==> config.mk <==
export PLATFORM = sky130hd
export DESIGN_NAME = wide_add_sequencer
export DESIGN_NICKNAME = d
export VERILOG_FILES = /design/src/rtl/wide_add_sequencer.sv
export SDC_FILE = /design/constraint.sdc
export NUM_CORES = 1
export LEC_CHECK = 0
export CAP_MARGIN = 20
export CORE_MARGIN = 2
export CORE_UTILIZATION = 58
export CTS_CLUSTER_SIZE = 20
export DETAILED_ROUTE_END_ITERATION = 12
export DONT_BUFFER_PORTS = 1
export PLACE_DENSITY = 0.81
export SLEW_MARGIN = 20
export SYNTH_ARGS = -nofsm -noshare
export SYNTH_HDL_FRONTEND = slang
export SYNTH_SLANG_ARGS = --single-unit
==> constraint.sdc <==
create_clock -name clk -period 12.1 [get_ports clk]
set_clock_uncertainty 0.2 [all_clocks]
set_input_delay 0.605 -clock clk [delete_from_list [all_inputs] [get_ports clk]]
set_output_delay 0.605 -clock clk [all_outputs]
set_load 0.01 [all_outputs]
==> src/rtl/wide_add_sequencer.sv <==
// Multi-precision add/subtract: streams WORDS 32-bit slices through one prefix adder, LS word first.
// Latency WORDS+1 edges from accepted start to the done pulse; one operation per WORDS+2 cycles.
// No backpressure: start is honoured only in IDLE; requests while busy or in DONE are dropped.

// 32-bit Kogge-Stone prefix adder with carry-in; purely combinational.
module prefix_adder_32bit (
  input  logic [31:0] a,
  input  logic [31:0] b,
  input  logic        c_in,
  output logic [31:0] s,
  output logic        c_out
);

  logic [31:0] g, p, gn, pn, c;

  // Five prefix levels combine (generate, propagate) pairs over spans 1,2,4,8,16.
  always_comb begin
    g  = a & b;
    p  = a ^ b;
    gn = g;
    pn = p;
    for (int k = 0; k < 5; k++) begin
      gn = g;
      pn = p;
      for (int i = (1 << k); i < 32; i++) begin
        gn[i] = g[i] | (p[i] & g[i - (1 << k)]);
        pn[i] = p[i] & p[i - (1 << k)];
      end
      g = gn;
      p = pn;
    end
    // Carry into bit i is the group (g,p) of bits i-1..0 applied to c_in.
    c[0] = c_in;
    for (int i = 1; i < 32; i++) begin
      c[i] = g[i-1] | (p[i-1] & c_in);
    end
    s     = a ^ b ^ c;
    c_out = g[31] | (p[31] & c_in);
  end

endmodule

module wide_add_sequencer #(
  parameter int WORDS = 4
) (
  input  logic                clk,
  input  logic                reset,
  input  logic                start,
  input  logic                sub,
  input  logic                cin,
  input  logic [32*WORDS-1:0] a_in,
  input  logic [32*WORDS-1:0] b_in,
  output logic                busy,
  output logic                done,
  output logic [32*WORDS-1:0] result,
  output logic                carry_out,
  output logic                overflow
);

  localparam int IW = (WORDS > 1) ? $clog2(WORDS) : 1;

  typedef enum logic [1:0] {IDLE, RUN, DONE} state_t;

  state_t                 state_q;
  logic [IW-1:0]          idx_q;
  logic [WORDS-1:0][31:0] opa_q;
  logic [WORDS-1:0][31:0] opb_q;
  logic [WORDS-1:0][31:0] result_q;
  logic                   carry_q;
  logic                   busy_q;
  logic                   done_q;
  logic                   carry_out_q;
  logic                   overflow_q;

  logic [31:0] word_a, word_b, word_s;
  logic        word_c;
  logic        last_word;
  logic        word_ovf;

  // Current slice of each latched operand; opB already holds ~b for subtraction.
  assign word_a    = opa_q[idx_q];
  assign word_b    = opb_q[idx_q];
  assign last_word = (idx_q == IW'(WORDS - 1));
  // Signed overflow of the full operation, judged on the MS word's sign bits.
  assign word_ovf  = (word_a[31] == word_b[31]) && (word_s[31] != word_a[31]);

  prefix_adder_32bit u_add (
    .a     (word_a),
    .b     (word_b),
    .c_in  (carry_q),
    .s     (word_s),
    .c_out (word_c)
  );

  // Sequencer FSM: latch operands on start, ripple one word per edge, pulse done once.
  always_ff @(posedge clk or posedge reset) begin
    if (reset) begin
      state_q     <= IDLE;
      idx_q       <= '0;
      opa_q       <= '0;
      opb_q       <= '0;
      result_q    <= '0;
      carry_q     <= 1'b0;
      busy_q      <= 1'b0;
      done_q      <= 1'b0;
      carry_out_q <= 1'b0;
      overflow_q  <= 1'b0;
    end else begin
      case (state_q)
        IDLE: begin
          if (start) begin
            state_q     <= RUN;
            busy_q      <= 1'b1;
            opa_q       <= a_in;
            opb_q       <= sub ? ~b_in : b_in;
            // Subtraction is a + ~b + 1, so the incoming carry is forced to 1.
            carry_q     <= sub | cin;
            idx_q       <= '0;
            result_q    <= '0;
            carry_out_q <= 1'b0;
            overflow_q  <= 1'b0;
          end
        end
        RUN: begin
          result_q[idx_q] <= word_s;
          carry_q         <= word_c;
          if (last_word) begin
            state_q     <= DONE;
            done_q      <= 1'b1;
            idx_q       <= '0;
            carry_out_q <= word_c;
            overflow_q  <= word_ovf;
          end else begin
            idx_q <= idx_q + 1'b1;
          end
        end
        DONE: begin
          state_q <= IDLE;
          busy_q  <= 1'b0;
          done_q  <= 1'b0;
        end
        default: begin
          state_q <= IDLE;
          busy_q  <= 1'b0;
          done_q  <= 1'b0;
        end
      endcase
    end
  end

  assign busy      = busy_q;
  assign done      = done_q;
  assign result    = result_q;
  assign carry_out = carry_out_q;
  assign overflow  = overflow_q;

endmodule

==> results.sh, run 1 <==
export IMPL_drc_errors=0
export IMPL_fin_crit_ns=4.93
export IMPL_start_kind="flop"
export IMPL_cp_data_required_time_ns=12.28
export IMPL_grt_busiest_layer="met2"
export IMPL_power_density_nw_per_um2=364
export IMPL_cp_max_fo=49
export IMPL_drt_iter0_drc=1346
export IMPL_critPathArrivalTime_ns=5.11
export IMPL_fillers=2217
export IMPL_via_per_inst=6.28
export IMPL_portBuffers=0
export IMPL_clock_latency_ns=0.54
export IMPL_relSlewSlack_pct=27.7
export IMPL_status="finished, violations left"
export IMPL_worst_setup_path_type="reg2reg"
export IMPL_gp_congestion=0.885
export IMPL_syn2layout_area_growth_pct=14.1
export IMPL_yosys_warnings=0
export IMPL_antenna_found_initial=8
export IMPL_row_count=65
export IMPL_yosysUniqueCellTypes=61
export IMPL_rsz0062_at_grt="no"
export IMPL_synthTopCellsByArea="dfrtp_1 53%, nand2_1 11%, mux4_2 7.8%"
export IMPL_cp_end_kind="flop"
export IMPL_wire_per_inst_um=23.9
export IMPL_cts_buffers=41
export IMPL_setup_violations=0
export IMPL_vias=14200
export IMPL_die_y_um=183
export IMPL_cts_hold_buf=95
export IMPL_synth_seq_cells=393
export IMPL_whs_ns=-0.00169
export IMPL_clk_pin_slew_ns=0.06
export IMPL_cts_buffer_depth=3
export IMPL_setup_tns_final_ns=0
export IMPL_fin_crit_sh_pct=40.7
export IMPL_cts_tree="done"
export IMPL_syn_area_per_cell_sq_um=10.4
export IMPL_gr_usage_all_layers_pct=32.1
export IMPL_totalWireLength_um=54200
export IMPL_grt_pass1_wl_um=82200
export IMPL_grt_use_met3_pct=8.10
export IMPL_cts_resized=0
export IMPL_synth_top_flop_cell="dfrtp_1"
export IMPL_fin_util_pct=67.2
export IMPL_clock_sinks=393
export IMPL_r2r_end="result[89]$_DFFE_PP0P_"
export IMPL_rr_worst_depth=11
export IMPL_synth_edf_count=0
export IMPL_grt_max_degree=192
export IMPL_slew_violations=0
export IMPL_hold_path_class="in2reg"
export IMPL_dr_pass1_iters=7
export IMPL_grt_pass1_vias=14300
export IMPL_grt_overflow_total=0
export IMPL_rrSetupSlack_ns=7.17
export IMPL_hp_start="a_in[36]"
export IMPL_tightest_slew_ns=1.08
export IMPL_final_hold_violation_count=1
export IMPL_multi_input_area_sq_um=8260
export IMPL_hold_end="opa_q[36]$_DFFE_PP0P_"
export IMPL_design_core_area_sq_um=31600
export IMPL_syn_inst=1790
export IMPL_layout_common_cells="558 x nand2_1, 391 x dfrtp_1, 161 x o21ai_0, 141 x xnor2_1, 96 x dlygate4sd3_1"
export IMPL_cts_max_level=2
export IMPL_seq_area_sq_um=9840
export IMPL_syn_area_sq_um=18600
export IMPL_syn_nets=2088
export IMPL_post_cts_buffers=0
export IMPL_power_leakage_nw=9.77
export IMPL_ant_nets=0
export IMPL_num_nets_final=2123
export IMPL_drive_gt1_share_pct=10.0
export IMPL_regToRegStartpoint="idx_q[0]$_DFFE_PP0P_"
export IMPL_start_util_pct=58.9
export IMPL_ir_drop_mv=0.179
export IMPL_root_buffer="clkbuf_16"
export IMPL_violations="negative hold slack"
export IMPL_layout_commonest_cell="nand2_1"
export IMPL_met2_usage_pct=50.2
export IMPL_synth_sequential_area_ratio_pct=52.9
export IMPL_place_hpwl_um=36000
export IMPL_use_met1_pct=42.5
export IMPL_synth_largest_area_cell="dfrtp_1"
export IMPL_maxCapViolations=0
export IMPL_die_area_sq_um=33500
export IMPL_whs_path_depth=2
export IMPL_synth_top_area_share_pct=52.9
export IMPL_fmax_ghz=0.203
export IMPL_die_w_um=183
export IMPL_ios=393
export IMPL_ys_async_sr_fraction_pct=100
worst max-delay path, stage by stage (launching register included):
cell      delay [ns]
dfrtp_4         0.68
buf_4           0.83
mux4_2          0.63
ha_1            0.34
a211oi_2        0.26
o21a_2          0.21
nor3_2          0.07
nor4_4          0.37
o21ai_2         0.17
a221oi_2        0.31
xor2_1          0.47
o21ai_0         0.17
registers in the layout (all words and copies together), names as in the netlist:
register / cells
result: 128
overflow: 1
state_q: 2
opb_q: 128
done: 1
idx_q: 2
opa_q: 128
busy: 1
carry_q: 1
carry_out: 1
cell usage after synthesis (12+ instances only):
master and count:
a21oi_1 41, a22o_1 92, clkbuf_1 99, dfrtp_1 393, ha_1 36, inv_1 15, mux4_2 64, nand2_1 558
nand3_1 12, nor2_1 25, o21ai_0 161, o21ai_1 15, xnor2_1 141, xor2_1 14
metrics by stage:
stage	power [W]	hold WS, ns	setup WS [ns]	cells	cell area (sq um)
2_1_floorplan	0.00507	0.240	0.369	1790	18600
3_3_place_gp	0.00607	0.252	7.23	2087	18800
3_5_place_dp	0.00623	0.257	7.17	2087	18800
4_1_cts	0.00758	0.000312	7.13	2257	21200
5_1_grt	0.00817	0.00509	6.82	2267	21200
6_report	0.00772	-0.00169	7.17	2267	21200
cell type report:
type | instances | share of cell area, %
inverter | 15 | 0.301
timing repair buffer | 112 | 5.27
multi-input combinational | 1262 | 38.9
clock inverter | 20 | 1.04
sequential | 393 | 46.4
antenna | 8 | 0.0944
clock buffer | 55 | 5.61
tap | 402 | 2.37
where the power goes:
part / total [W] / switching, W / internal (W)
logic: 0.00397 / 0.00251 / 0.00147
clock network: 0.00131 / 0.000531 / 0.000780
registers: 0.00244 / 0.000540 / 0.00190
total: 0.00772 / 0.00358 / 0.00415
worst max path at each step:
stage	cells after the start	endpoint	slack, ns	from
final	11	result[89]$_DFFE_PP0P_	7.17	idx_q[0]$_DFFE_PP0P_
after global routing	11	result[25]$_DFFE_PP0P_	6.82	idx_q[0]$_DFFE_PP0P_
after CTS	11	result[89]$_DFFE_PP0P_	7.13	idx_q[0]$_DFFE_PP0P_
after detailed placement	11	result[89]$_DFFE_PP0P_	7.17	idx_q[0]$_DFFE_PP0P_
after global placement	11	result[89]$_DFFE_PP0P_	7.23	idx_q[0]$_DFFE_PP0P_
after floorplan	1	busy$_DFFE_PP0P_	0.37	reset
kinds of logic (layout without fill, tap and decap cells):
family	count (synthesis)	after routing	share of synthesized area, %
simple gates	639	639	13.8
compound gates	363	363	12.6
other cells	0	8	0
mux	66	66	7.87
flops	393	393	52.9
buf+inv	135	202	2.81
fa+ha+maj	37	37	2.53
xor+xnor	157	157	7.48
layer usage:
| layer | vias up | routed length, um | share of wire (%) |
|---|---|---|---|
| li1 | 6174 | - | - |
| met1 | 6998 | 21100 | 39 |
| met2 | 888 | 25100 | 46 |
| met3 | 183 | 5420 | 10 |
| met4 | 0 | 2590 | 4.8 |
| met5 | - | 0 | 0 |
(Power assumes the default switching activity.)
==> run 2, diff against run 1 <==
Settings changed: ABC_AREA from default to 1.
Clock period 12.1 ns to 4.4 ns, I/O delays scaled along.
==> run 2 against run 1 <==
  * The flow now finishes without violations
  * Clock-buffer cell count up 4
  * Sequential share of layout area fell by 8.4 points
  * Routed wire length rose by 46%
  * Flip-flop and latch count did not move
==> results.sh, run 2 <==
export IMPL_cp_max_fo=46
export IMPL_antenna_found_initial=12
export IMPL_synth_top_area_share_pct=48.9
export IMPL_num_nets_final=3217
export IMPL_vias=21000
export IMPL_power_density_nw_per_um2=943
export IMPL_clock_sinks=393
export IMPL_cts_tree="done"
export IMPL_synth_edf_count=0
export IMPL_portBuffers=0
export IMPL_relSlewSlack_pct=33.3
export IMPL_slew_violations=0
export IMPL_clk_pin_slew_ns=0.06
export IMPL_drc_errors=0
export IMPL_layout_setup_ws_ns=0.239
export IMPL_via_per_inst=6.16
export IMPL_tightest_slew_ns=0.997
export IMPL_setup_violations=0
export IMPL_grt_max_degree=229
export IMPL_post_cts_buffers=0
export IMPL_syn_area_per_cell_sq_um=7.84
export IMPL_start_util_pct=58.5
export IMPL_cp_top_family="simple AND/OR/NAND/NOR gates"
export IMPL_synth_largest_area_cell="dfrtp_1"
export IMPL_start_kind="flop"
export IMPL_die_w_um=190
export IMPL_layout_common_cells="970 x nand2_1, 427 x dlygate4sd3_1, 391 x dfrtp_1, 304 x o21ai_0, 168 x nor2_1"
export IMPL_cts_buffer_depth=3
export IMPL_fillers=2168
export IMPL_die_area_sq_um=36200
export IMPL_whs_ns=0.0823
export IMPL_totalWireLength_um=79400
export IMPL_cts_max_level=2
export IMPL_cts_hold_buf=427
export IMPL_dr_pass1_iters=8
export IMPL_rsz0062_at_grt="no"
export IMPL_row_count=68
export IMPL_synth_common_cells="970 x nand2_1, 393 x dfrtp_1, 304 x o21ai_0"
export IMPL_cpPeakStageDelay_ns=0.54
export IMPL_cts_buffers=42
export IMPL_fin_util_pct=75.4
export IMPL_fmax_ghz=0.240
export IMPL_synth_top_flop_cell="dfrtp_1"
export IMPL_power_leakage_nw=12.7
export IMPL_final_hold_violation_count=0
export IMPL_ir_drop_mv=0.438
export IMPL_grt_pass1_vias=21200
export IMPL_drt_iter0_drc=2702
export IMPL_wire_per_inst_um=23.3
export IMPL_syn2layout_area_growth_pct=29.0
export IMPL_cpMaxStageDelayCell="dfrtp_4"
export IMPL_design_core_area_sq_um=34400
export IMPL_gr_usage_all_layers_pct=43.9
export IMPL_syn_nets=2863
export IMPL_synthTopCellsByArea="dfrtp_1 49%, nand2_1 18%, o21ai_0 7.6%"
export IMPL_ys_async_sr_fraction_pct=100
export IMPL_cts_resized=0
export IMPL_root_buffer="clkbuf_16"
export IMPL_ios=393
export IMPL_hold_path_class="in2async"
export IMPL_fin_crit_ns=4.16
export IMPL_die_y_um=190
export IMPL_cp_data_required_time_ns=4.64
export IMPL_layout_commonest_cell="nand2_1"
export IMPL_yosys_warnings=0
export IMPL_path_common_cell="nand2_1"
export IMPL_syn_area_sq_um=20100
export IMPL_status="complete, no violations"
export IMPL_syn_inst=2565
export IMPL_crit_buf_inv=4
export IMPL_fin_crit_sh_pct=94.6
export IMPL_synth_seq_cells=393
export IMPL_preCtsSetupSlack_ns=0.629
export IMPL_yosysUniqueCellTypes=35
export IMPL_critPathArrivalTime_ns=4.40
export IMPL_crit_chain="inv_4 -> buf_12 -> o21ai_0 -> o22ai_1 -> ha_1 -> nand2_1 -> nand2_1 -> inv_1 -> nand2_1 -> inv_1 -> nand2_1 -> o21ai_0 -> nand4_1 -> nand3_1 -> nand2_1"
export IMPL_cp_end_kind="flop"
export IMPL_worst_setup_path_type="reg2reg"
export IMPL_grt_overflow_total=0
export IMPL_gp_congestion=0.940
export IMPL_ant_nets=0
export IMPL_clock_latency_ns=0.58
export IMPL_drive_gt1_share_pct=4.28
export IMPL_place_hpwl_um=41800
export IMPL_setup_tns_final_ns=0
export IMPL_grt_pass1_wl_um=121000
export IMPL_synth_sequential_area_ratio_pct=48.9
export IMPL_maxCapViolations=0
export IMPL_synth_most_common_cell="nand2_1"
run 2: changes by cell type after synthesis, sizes merged, moves of 9 or more:
cell    change
o21ai     +138
a31oi      -11
o22ai      +61
a22o       -92
nand2     +423
inv       +130
nand3      +96
clkbuf     -45
xor2        -9
buf        +61
nor2      +157
mux4       -64
a21oi      -15
run 2: power by group:
part / internal (W) / switching (W)
Clock: 0.00203 / 0.00153
Sequential: 0.00523 / 0.00146
Combinational: 0.00429 / 0.00991
Total: 0.0115 / 0.0129
run 2: cell type report:
type | instances | area, sq um | area share [%]
Sequential cell | 393 | 9840 | 38.0
Clock buffer | 59 | 1210 | 4.65
Timing Repair Buffer | 446 | 4490 | 17.3
Clock inverter | 11 | 134 | 0.516
Antenna cell | 12 | 30.0 | 0.116
Inverter | 146 | 557 | 2.15
Tap cell | 455 | 569 | 2.20
Multi-Input combinational cell | 1890 | 9100 | 35.1
run 2: cell families (layout without fill, tap and decap cells):
group | Yosys count | after routing | share of synthesized area [%]
compound gates | 414 | 414 | 10.8
fa+ha+maj | 37 | 37 | 2.34
flops | 393 | 393 | 48.9
other cells | 0 | 12 | 0
buf+inv | 282 | 662 | 5.89
xor+xnor | 141 | 141 | 6.14
simple gates | 1298 | 1298 | 25.9
run 2: metal layers:
| layer | track usage [%] | routed length (um) |
|---|---|---|
| met1 | 53.0 | 27500 |
| met2 | 69.2 | 36100 |
| met3 | 13.1 | 9770 |
| met4 | 27.4 | 5940 |
| met5 | 0.687 | 8 |
run 2: worst register-to-register path: stages, from the launching register on:
cell and delay (ns):
dfrtp_4 0.54, inv_4 0.41, buf_12 0.29, o21ai_0 0.19, o22ai_1 0.32, ha_1 0.42, nand2_1 0.13, nand2_1 0.09
inv_1 0.07, nand2_1 0.08, inv_1 0.08, nand2_1 0.05, o21ai_0 0.45, nand4_1 0.42, nand3_1 0.22, nand2_1 0.07
run 2: metrics by stage:
stage | cells | cell area, sq um | total power, W
final | 3412 | 25900 | 0.0245
after global routing | 3409 | 25900 | 0.0259
after CTS | 3400 | 25900 | 0.0232
after detailed placement | 2903 | 20300 | 0.0190
after global placement | 2903 | 20300 | 0.0187
after floorplan | 2565 | 20100 | 0.0150
run 2: path summary, 6_finish.rpt:
kind | cells past startpoint | start | slack (ns) | end
setup / recovery | 15 | idx_q[0]$_DFFE_PP0P_ | 0.24 | result[57]$_DFFE_PP0P_
hold / removal | 3 | reset | 0.08 | result[96]$_DFFE_PP0P_
setup reg to reg | 15 | idx_q[0]$_DFFE_PP0P_ | 0.24 | result[57]$_DFFE_PP0P_
hold reg to reg | 2 | opa_q[62]$_DFFE_PP0P_ | 0.28 | opa_q[62]$_DFFE_PP0P_
max in group asynchronous | 3 | reset | 2.57 | result[44]$_DFFE_PP0P_
min in group clk | 3 | a_in[83] | 0.11 | opa_q[83]$_DFFE_PP0P_
